File: config.mk
export PLATFORM = sky130hd
export DESIGN_NAME = iir_out_formatter_flat
export DESIGN_NICKNAME = d
export VERILOG_FILES = /design/src/rtl/iir_out_formatter_if.sv /design/src/rtl/iir_out_formatter.sv /design/src/flat_wrapper.sv
export SDC_FILE = /design/constraint.sdc
export NUM_CORES = 1
export LEC_CHECK = 0
export ABC_AREA = 1
export BUFFER_PORTS_ARGS = -buffer_cell sky130_fd_sc_hd__buf_2
export CAP_MARGIN = 0
export CORE_MARGIN = 2
export CORE_UTILIZATION = 63
export DETAILED_ROUTE_END_ITERATION = 10
export GPL_ROUTABILITY_DRIVEN = 0
export MAX_ROUTING_LAYER = met4
export PLACE_DENSITY = 0.82
export SYNTH_ARGS = -nofsm -noshare
export SYNTH_HDL_FRONTEND = slang
export SYNTH_SLANG_ARGS = --single-unit
File: constraint.sdc
create_clock -name clk -period 4.8 [get_ports clk]
set_input_delay 0.24 -clock clk [delete_from_list [all_inputs] [get_ports clk]]
set_output_delay 0.24 -clock clk [all_outputs]
set_load 0.02 [all_outputs]
File: src/rtl/iir_out_formatter_if.sv
// ============================================================================
// Module      : iir_out_formatter_if
// Description : Sample-in / formatted-sample-out streaming bundle for the
//               IIR output formatter.
// Revision    : 1.0 - initial release
// ============================================================================
`default_nettype none

interface iir_out_formatter_if;
    logic        clk_en;
    logic [31:0] din;
    logic [15:0] out_data;
    logic        out_valid;
    logic        out_ready;

    modport master (
        output clk_en,
        output din,
        output out_ready,
        input  out_data,
        input  out_valid
    );

    modport slave (
        input  clk_en,
        input  din,
        input  out_ready,
        output out_data,
        output out_valid
    );
endinterface

`default_nettype wire

File: src/rtl/iir_out_formatter.sv
// ============================================================================
// Module      : iir_out_formatter
// Description : Rounds, saturates and decimates 32-bit IIR samples to 16 bits
//               and buffers them in a small output FIFO.
// Revision    : 1.0 - initial release
// ============================================================================
`default_nettype none

module iir_out_formatter #(
    parameter int DEPTH = 4
) (
    input  wire logic             clk,
    input  wire logic             reset,
    iir_out_formatter_if.slave    bus,
    input  wire logic [4:0]       shift,
    input  wire logic [3:0]       decim,
    output      logic             sat_flag,
    output      logic             overflow
);

    localparam int PTR_W = $clog2(DEPTH);
    localparam int CNT_W = PTR_W + 1;
    localparam logic signed [32:0] C_MAX = 33'sd32767;
    localparam logic signed [32:0] C_MIN = -33'sd32768;
    localparam logic [CNT_W-1:0]   C_FULL = CNT_W'(DEPTH);

    // ------------------------------------------------------------------
    // Round half toward +inf, 33-bit so the bias add can never wrap
    // ------------------------------------------------------------------
    logic signed [32:0] w_ext;
    logic signed [32:0] w_bias;
    logic signed [32:0] w_sum;
    logic signed [32:0] w_rnd;
    logic               w_sat_hi;
    logic               w_sat_lo;
    logic        [15:0] w_fmt;

    assign w_ext    = {bus.din[31], bus.din};
    assign w_bias   = (shift != 5'd0) ? (33'sd1 <<< (shift - 5'd1)) : 33'sd0;
    assign w_sum    = w_ext + w_bias;
    assign w_rnd    = w_sum >>> shift;
    assign w_sat_hi = (w_rnd > C_MAX);
    assign w_sat_lo = (w_rnd < C_MIN);
    assign w_fmt    = w_sat_hi ? 16'h7FFF : (w_sat_lo ? 16'h8000 : w_rnd[15:0]);

    // ------------------------------------------------------------------
    // Decimation counter; decim is compared live so changes apply at once
    // ------------------------------------------------------------------
    logic [3:0] cnt_q;
    logic [3:0] cnt_d;
    logic       w_keep;

    assign w_keep = bus.clk_en && (cnt_q == 4'd0);

    always_comb begin
        cnt_d = cnt_q;
        if (bus.clk_en) begin
            cnt_d = (cnt_q >= decim) ? 4'd0 : cnt_q + 4'd1;
        end
    end

    // ------------------------------------------------------------------
    // Stage 1 and sticky saturation flag
    // ------------------------------------------------------------------
    logic        s1_keep_q;
    logic [15:0] s1_data_q;
    logic        sat_q;

    always_ff @(posedge clk) begin
        if (reset) begin
            cnt_q     <= 4'd0;
            s1_keep_q <= 1'b0;
            s1_data_q <= 16'h0000;
            sat_q     <= 1'b0;
        end else begin
            cnt_q     <= cnt_d;
            s1_keep_q <= w_keep;
            if (bus.clk_en) begin
                s1_data_q <= w_fmt;
                if (w_sat_hi || w_sat_lo) begin
                    sat_q <= 1'b1;
                end
            end
        end
    end

    // ------------------------------------------------------------------
    // Output FIFO (stage 2 write side)
    // ------------------------------------------------------------------
    logic [15:0]      mem_q [DEPTH];
    logic [PTR_W-1:0] wr_ptr_q;
    logic [PTR_W-1:0] wr_ptr_d;
    logic [PTR_W-1:0] rd_ptr_q;
    logic [PTR_W-1:0] rd_ptr_d;
    logic [CNT_W-1:0] count_q;
    logic [CNT_W-1:0] count_d;
    logic             ovf_q;
    logic             w_empty;
    logic             w_full;
    logic             w_rd;
    logic             w_wr;
    logic             w_drop;

    assign w_empty = (count_q == '0);
    assign w_full  = (count_q == C_FULL);
    assign w_rd    = !w_empty && bus.out_ready;
    // A read in the same cycle frees the slot, so a full FIFO still accepts
    assign w_wr    = s1_keep_q && (!w_full || w_rd);
    assign w_drop  = s1_keep_q && w_full && !w_rd;

    always_comb begin
        wr_ptr_d = wr_ptr_q;
        rd_ptr_d = rd_ptr_q;
        count_d  = count_q;
        if (w_wr) begin
            wr_ptr_d = wr_ptr_q + PTR_W'(1);
        end
        if (w_rd) begin
            rd_ptr_d = rd_ptr_q + PTR_W'(1);
        end
        case ({w_wr, w_rd})
            2'b10:   count_d = count_q + CNT_W'(1);
            2'b01:   count_d = count_q - CNT_W'(1);
            default: count_d = count_q;
        endcase
    end

    always_ff @(posedge clk) begin
        if (reset) begin
            wr_ptr_q <= '0;
            rd_ptr_q <= '0;
            count_q  <= '0;
            ovf_q    <= 1'b0;
        end else begin
            wr_ptr_q <= wr_ptr_d;
            rd_ptr_q <= rd_ptr_d;
            count_q  <= count_d;
            if (w_drop) begin
                ovf_q <= 1'b1;
            end
        end
    end

    always_ff @(posedge clk) begin
        if (w_wr) begin
            mem_q[wr_ptr_q] <= s1_data_q;
        end
    end

    assign bus.out_valid = !w_empty;
    assign bus.out_data  = w_empty ? 16'h0000 : mem_q[rd_ptr_q];
    assign sat_flag      = sat_q;
    assign overflow      = ovf_q;

endmodule

`default_nettype wire

File: src/flat_wrapper.sv
// flat-port wrapper written by rule: the top's interface ports become plain ports
module iir_out_formatter_flat 
#(
    parameter int DEPTH = 4
)
  (clk, reset, shift, decim, sat_flag, overflow, bus_clk_en, bus_din, bus_out_ready, bus_out_data, bus_out_valid);
  iir_out_formatter_if bus_i ();
  input  wire logic clk;
  input  wire logic reset;
  input  wire logic [4:0] shift;
  input  wire logic [3:0] decim;
  output      logic sat_flag;
  output      logic overflow;
  input wire logic [$bits(bus_i.clk_en)-1:0] bus_clk_en;
  input wire logic [$bits(bus_i.din)-1:0] bus_din;
  input wire logic [$bits(bus_i.out_ready)-1:0] bus_out_ready;
  output wire logic [$bits(bus_i.out_data)-1:0] bus_out_data;
  output wire logic [$bits(bus_i.out_valid)-1:0] bus_out_valid;
  assign bus_i.clk_en = bus_clk_en;
  assign bus_i.din = bus_din;
  assign bus_i.out_ready = bus_out_ready;
  assign bus_out_data = bus_i.out_data;
  assign bus_out_valid = bus_i.out_valid;
  iir_out_formatter #(.DEPTH(DEPTH)) u_core (.clk(clk), .reset(reset), .bus(bus_i), .shift(shift), .decim(decim), .sat_flag(sat_flag), .overflow(overflow));
endmodule
# == Yosys cells after proc, flatten, opt, wreduce, memory -nomap -nowiden ==
# Memory sizes are Yosys's and may differ from the RTL's. A register that Yosys moved wholly into a read port is not among the register bits.
# Index checks and enable logic that the tools add are counted.
# W data, S select, Z words.
# word_totals
ff_bits,30
ramBits,64
word_cells,49
mem_count,1
# mem_list
memory,depth,width,read_ports,rd_ports_with_merged_regs,write_ports,line_no,rtl
u_core.mem_q,4,16,1,1,1,iir_out_formatter.sv:90,logic [15:0] mem_q [DEPTH];
# op_classes
add_sub_neg,7
order_cmp,3
n_eq_ne,3
shift,2
muxes,10
reduce_logical,15
# ops
operator,n
$mux W16,3
$add A32 B33 Y33,1
$gt A33 B16 Y1 const B,1
$lt A33 B16 Y1 const B,1
$mux W33,1
$sshl A2 B5 Y33 const A,1
$sshr A33 B5 Y33,1
$pmux W3 S2,1
$logic_and A1 B1 Y1,5
$reduce_bool A5 Y1,1
$sub A5 B1 Y5 const B,1
$add A2 B1 Y2 const B,2
$add A4 B1 Y4 const B,1
$ge A4 B4 Y1,1
$logic_not A4 Y1,1
$mux W2,2
$mux W4,1
$add A3 B1 Y3 const B,1
$eq A3 B3 Y1 const B,1
$logic_not A1 Y1,3
$logic_not A3 Y1,1
$sub A3 B1 Y3 const B,1
$eq A2 B1 Y1 const B,1
$eq A2 B2 Y1 const B,1
other kinds (4),6

# == Longest topological paths before layout ==
# logic_depth
word_depth,8
mapped_depth,39
mapped_depth_nobuf,38

# == Worst setup path after synthesis ==
# No wires, ideal clock.
# synth_path
path_kind,input -> register
startpoint,input port shift[0]
endpoint,register u_core.s1_data_q[10]
arrival_ns,3.906
t_required_ns,4.678
path_slack_ns,0.772
cell_stages,32
n_path_buf,3
path_cell_list,clkbuf_1 clkinv_1 clkbuf_1 nor2_1 inv_1 nor2_1 inv_1 nor2_1 ha_1 inv_1 fa_1 inv_1 nand2_1 a21oi_1 nand2_1 nand3_1 nand2_1 nand2_1 nand2_1 nand3_1 nand3_1 nand3_1 nand3_1 nand2_1 nor2_1 nor3_1 nand2_1 nor2_1 nand2_2 nand3_4 buf_12 a21oi_2
# synth_between
elab_chain_len,8
# synth_rtl
element,line_no,rtl
start: declaration,flat_wrapper.sv:10,input wire logic [4:0] shift;
$sub A5 B1 Y5,iir_out_formatter.sv:39,assign w_bias = (shift != 5'd0) ? (33'sd1 <<< (shift - 5'd1)) : 33'sd0;
$sshl A2 B5 Y33,iir_out_formatter.sv:39,
$mux W33,iir_out_formatter.sv:39,
$add A32 B33 Y33,iir_out_formatter.sv:40,assign w_sum = w_ext + w_bias;
$sshr A33 B5 Y33 *,iir_out_formatter.sv:41,assign w_rnd = w_sum >>> shift;
$lt A33 B16 Y1,iir_out_formatter.sv:43,assign w_sat_lo = (w_rnd < C_MIN);
$mux W16,iir_out_formatter.sv:44,assign w_fmt = w_sat_hi ? 16'h7FFF : (w_sat_lo ? 16'h8000 : w_rnd[15:0]);
$mux W16 *,iir_out_formatter.sv:44,
end signal: assignment,iir_out_formatter.sv:79,s1_data_q <= w_fmt;
end: declaration,iir_out_formatter.sv:66,logic [15:0] s1_data_q;
# Mark *: on every way between the ends. The rest lies on a longest branch, timed or not.
# A chain may end at the register's enable or synchronous reset.

# == Worst setup path in the final report ==
# layout_path
startpoint,input port shift[3]
endpoint,"register u_core.sat_q, in the netlist u_core.sat_flag"
# layout_between
elab_chain_len,8
# layout_rtl
element,line_no,rtl
$sub A5 B1 Y5,iir_out_formatter.sv:39,
$sshl A2 B5 Y33,iir_out_formatter.sv:39,
$mux W33,iir_out_formatter.sv:39,
$add A32 B33 Y33,iir_out_formatter.sv:40,
$sshr A33 B5 Y33 *,iir_out_formatter.sv:41,
$gt A33 B16 Y1 / $lt A33 B16 Y1 (equally long branches),"iir_out_formatter.sv:42, iir_out_formatter.sv:43",
$logic_or A1 B1 Y1 *,iir_out_formatter.sv:80,if (w_sat_hi || w_sat_lo) begin
$reduce_and A2 Y1 (no line) *,n/a,
end signal: assignment,iir_out_formatter.sv:74,sat_q <= 1'b0;
end signal: assignment,iir_out_formatter.sv:81,sat_q <= 1'b1;
end: declaration,iir_out_formatter.sv:67,logic sat_q;
# Marked as above.

==> impl_metrics.tcl <==
set metrics [dict create \
    hold_path_class "input pin to flip-flop" \
    setup.worst_path.start_class "input pin" \
    floorplan.rows 45 \
    worst_path_largest_cell_delay_ns 0.30 \
    r2r_end "u_core.count_q[2]" \
    antenna_left 0 \
    floorplan.die.width_um 128 \
    post-dp-hpwl_um 21500 \
    drive_gt1_share_pct 12.7 \
    final-setup-viol-count 0 \
    register_area_um2 2560 \
    fin_total_pwr_w 0.00261 \
    post-route-cell-area_um2 10400 \
    number_of_failing_hold_endpoints_at_the_final_stage 0 \
    clock_path_buffers 2 \
    cts_tree "built" \
    synth_enable_flop_cells 64 \
    tns_ns 0 \
    synth.cells.most_frequent "463 x nand2_1, 244 x nand3_1, 192 x inv_1, 168 x nor2_1, 73 x a21oi_1" \
    fin_nets 1691 \
    ir_drop_v 0.000185 \
    rsz_0062_raised_after_global_routing "no" \
    die-height_um 128 \
    yosys_warnings 0 \
    rrSetupSlack_ns 2.12 \
    num-fill-cells 1398 \
    synth.ff_latch_count 96 \
    path_clk_slew_ns 0.07 \
    antenna_cells 0 \
    finalWirelength_um 27600 \
    dominantRegCellSynth "edfxtp_1" \
    floorplan.initialDensity_pct 64.2 \
    pwr_density_cell_nw_per_um2 251 \
    drt-vias-per-instance 5.70 \
    min-delay-start "reset" \
    critical_path_class "input pin to flip-flop" \
    grt_remaining_overflow 0 \
    grt_pass1_vias 9102 \
    grtUsageTotal_pct 34.8 \
    worst_hold_path.endpoint "u_core.overflow" \
    dr.first_iter.drc_count 929 \
    layout-area-overhead-vs-synth_pct 7.39 \
    tritoncts.num_buffers 9 \
    async_set_reset_flop_share_out_of_synthesis_pct 0 \
    post_synth.cell_area_avg_um2 6.18 \
    largest_cells_by_area_after_synthesis "edfxtp_1 20%, nand2_1 18%, nand3_1 13%" \
    worstSetupEndpointType "flip-flop" \
    critical_path.slowest_cell "nand3b_1" \
    cts_num_sinks 96 \
    final_min_period_over_clock_period_pct 91.0 \
    io-pin-count 64 \
    synth_largest_type_area_fraction_pct 19.8 \
    rr_worst_depth 11 \
    max_slew.worst_pin.slew_ns 1.01 \
    global_route_wire_length_before_repair_um 44100 \
    worst_path_most_repeated_cell "nand2_1" \
    cellLeakagePower_nw 5.28 \
    core_area_um2 15100 \
    cp_data_required_time_ns 5.07 \
    syn_inst 1568 \
    die_area_um2 16400 \
    timing.critical_path.arrival_ns 4.64 \
    drv_cap 0 \
    syn-cell-area_um2 9690 \
    worst-path-max-fanout 16 \
    max_freq_mhz 229 \
    route.detailed.wl_per_inst_um 15.4 \
    cts.hold.buffers_added 0 \
    multiInputGateArea_um2 6080 \
    antenna_found_initial 0 \
    io_buffer_count 63 \
    dr.pass1.iters 7 \
    crit-reg2reg-launch "u_core.count_q[2]" \
    synth_top_cell_by_area "edfxtp_1" \
    skew_ns 0.00908 \
    yosys.cell_count.top_type "nand2_1" \
    cts_root_buf "clkbuf_16" \
    relSlewSlack_pct 32.5 \
    clock_insertion_delay_at_the_later_pin_of_the_skew_report_ns 0.34 \
    ctsHtreeMaxLevel 3 \
    post_dp_cell_area_um2 10100 \
    final_max_slew_viol_count 0 \
    dr_total_vias 10200 \
    ys_seq_area_share_pct 26.4 \
    layout_min_cycle_time_ns 4.37 \
    synth.lib_cells_used.distinct 44 \
    worstSetupStartpoint "shift[3]" \
    synth.net_count 1658 \
    status "finished, final reports clean" \
    drcViolationCount 0 \
    whs_path_depth 2 \
    grt_max_degree 42 \
]
[through the flow]
stage          worst slack, ns  instances  util (%)  hold WS, ns
2_1_floorplan            0.772       1568         -        0.309
3_3_place_gp             0.298       1777      66.9        0.436
3_5_place_dp             0.199       1777      66.9        0.444
4_1_cts                  0.548       1793      68.9        0.161
5_1_grt                 0.0105       1794      69.0        0.186
6_report                 0.434       1794      69.0        0.163
[area by class of cell]
class,instances,share of cell area [%]
clock buffer,11,2.44
clock inverter,5,0.421
sequential,96,24.6
tap,188,2.26
inverter,207,7.52
multi-input combinational,1207,58.5
timing repair buffer,80,4.26
[critical path: cells and delay by family]
kind / cells / cell delay [ns]
buf+inv: 6 / 0.62
simple gates: 25 / 3.34
compound gates: 1 / 0.14
fa+ha+maj: 1 / 0.27
[layout by cell type, fill, tap and decap left out, drive strengths merged, types with 9 or more instances in the layout]
| cell type | netlist | final |
|---|---|---|
| nand2 | 495 | 495 |
| nand3 | 279 | 279 |
| inv | 201 | 204 |
| nor2 | 181 | 181 |
| a21oi | 85 | 85 |
| buf | 33 | 80 |
| edfxtp | 64 | 64 |
| o21ai | 63 | 63 |
| ha | 43 | 43 |
| dfxtp | 32 | 32 |
| nand4 | 12 | 12 |
| clkbuf | 25 | 11 |
| xor2 | 10 | 10 |
| nor3 | 9 | 9 |
[how the worst max path moves through the flow]
stage,endpoint,slack [ns],cells after the start
after global placement,u_core.sat_flag,0.30,34
after global routing,u_core.sat_flag,0.01,34
after floorplan,u_core.s1_data_q[10],0.77,32
after detailed placement,u_core.sat_flag,0.20,33
after CTS,u_core.sat_flag,0.55,33
final,u_core.sat_flag,0.43,33
[metal layers]
| layer | routed length [µm] | part of all wire (%) | vias up | GRT usage (%) |
|---|---|---|---|---|
| met5 | 0 | 0 | - | - |
| met4 | 962 | 3.5 | 0 | 13.0 |
| met3 | 2220 | 8.1 | 76 | 4.42 |
| met2 | 13200 | 48 | 488 | 59.0 |
| met1 | 11200 | 41 | 4539 | 42.5 |
| li1 | - | - | 5130 | - |
[kinds of logic after synthesis]
family	Yosys count	synth area share [%]
AND/OR/NAND/NOR	987	46.4
buffers and inverters	265	10.9
AO/OA/AOI/OAI	158	8.87
flip-flops	96	26.4
adder cells (fa/ha/maj)	45	5.97
XOR/XNOR	16	1.45
other	1	0.0387
[power breakdown]
group	internal [W]	leakage [nW]	switching (W)	total, W
registers	0.000931	0.853	0.0000369	0.000968
clock network	0.000390	0.148	0.000305	0.000696
logic	0.000290	4.28	0.000660	0.000950
[flip-flops by register name, indices dropped and copies added, names as in the netlist, named ones only]
name              cells
u_core.cnt_q          4
u_core.s1_keep_q      1
u_core.s1_data_q     16
u_core.mem_q         64
u_core.rd_ptr_q       2
u_core.overflow       1
u_core.wr_ptr_q       2
u_core.sat_flag       1
u_core.count_q        3
[timing repair]
| action | in CTS | in global routing |
|---|---|---|
| gates resized for setup | 0 | 1 |
| endpoints found under the setup margin | 0 | 1 |
| setup buffers | 0 | 1 |
| hold endpoints to repair | 0 | 0 |
Power figures use the tool's default switching activity.
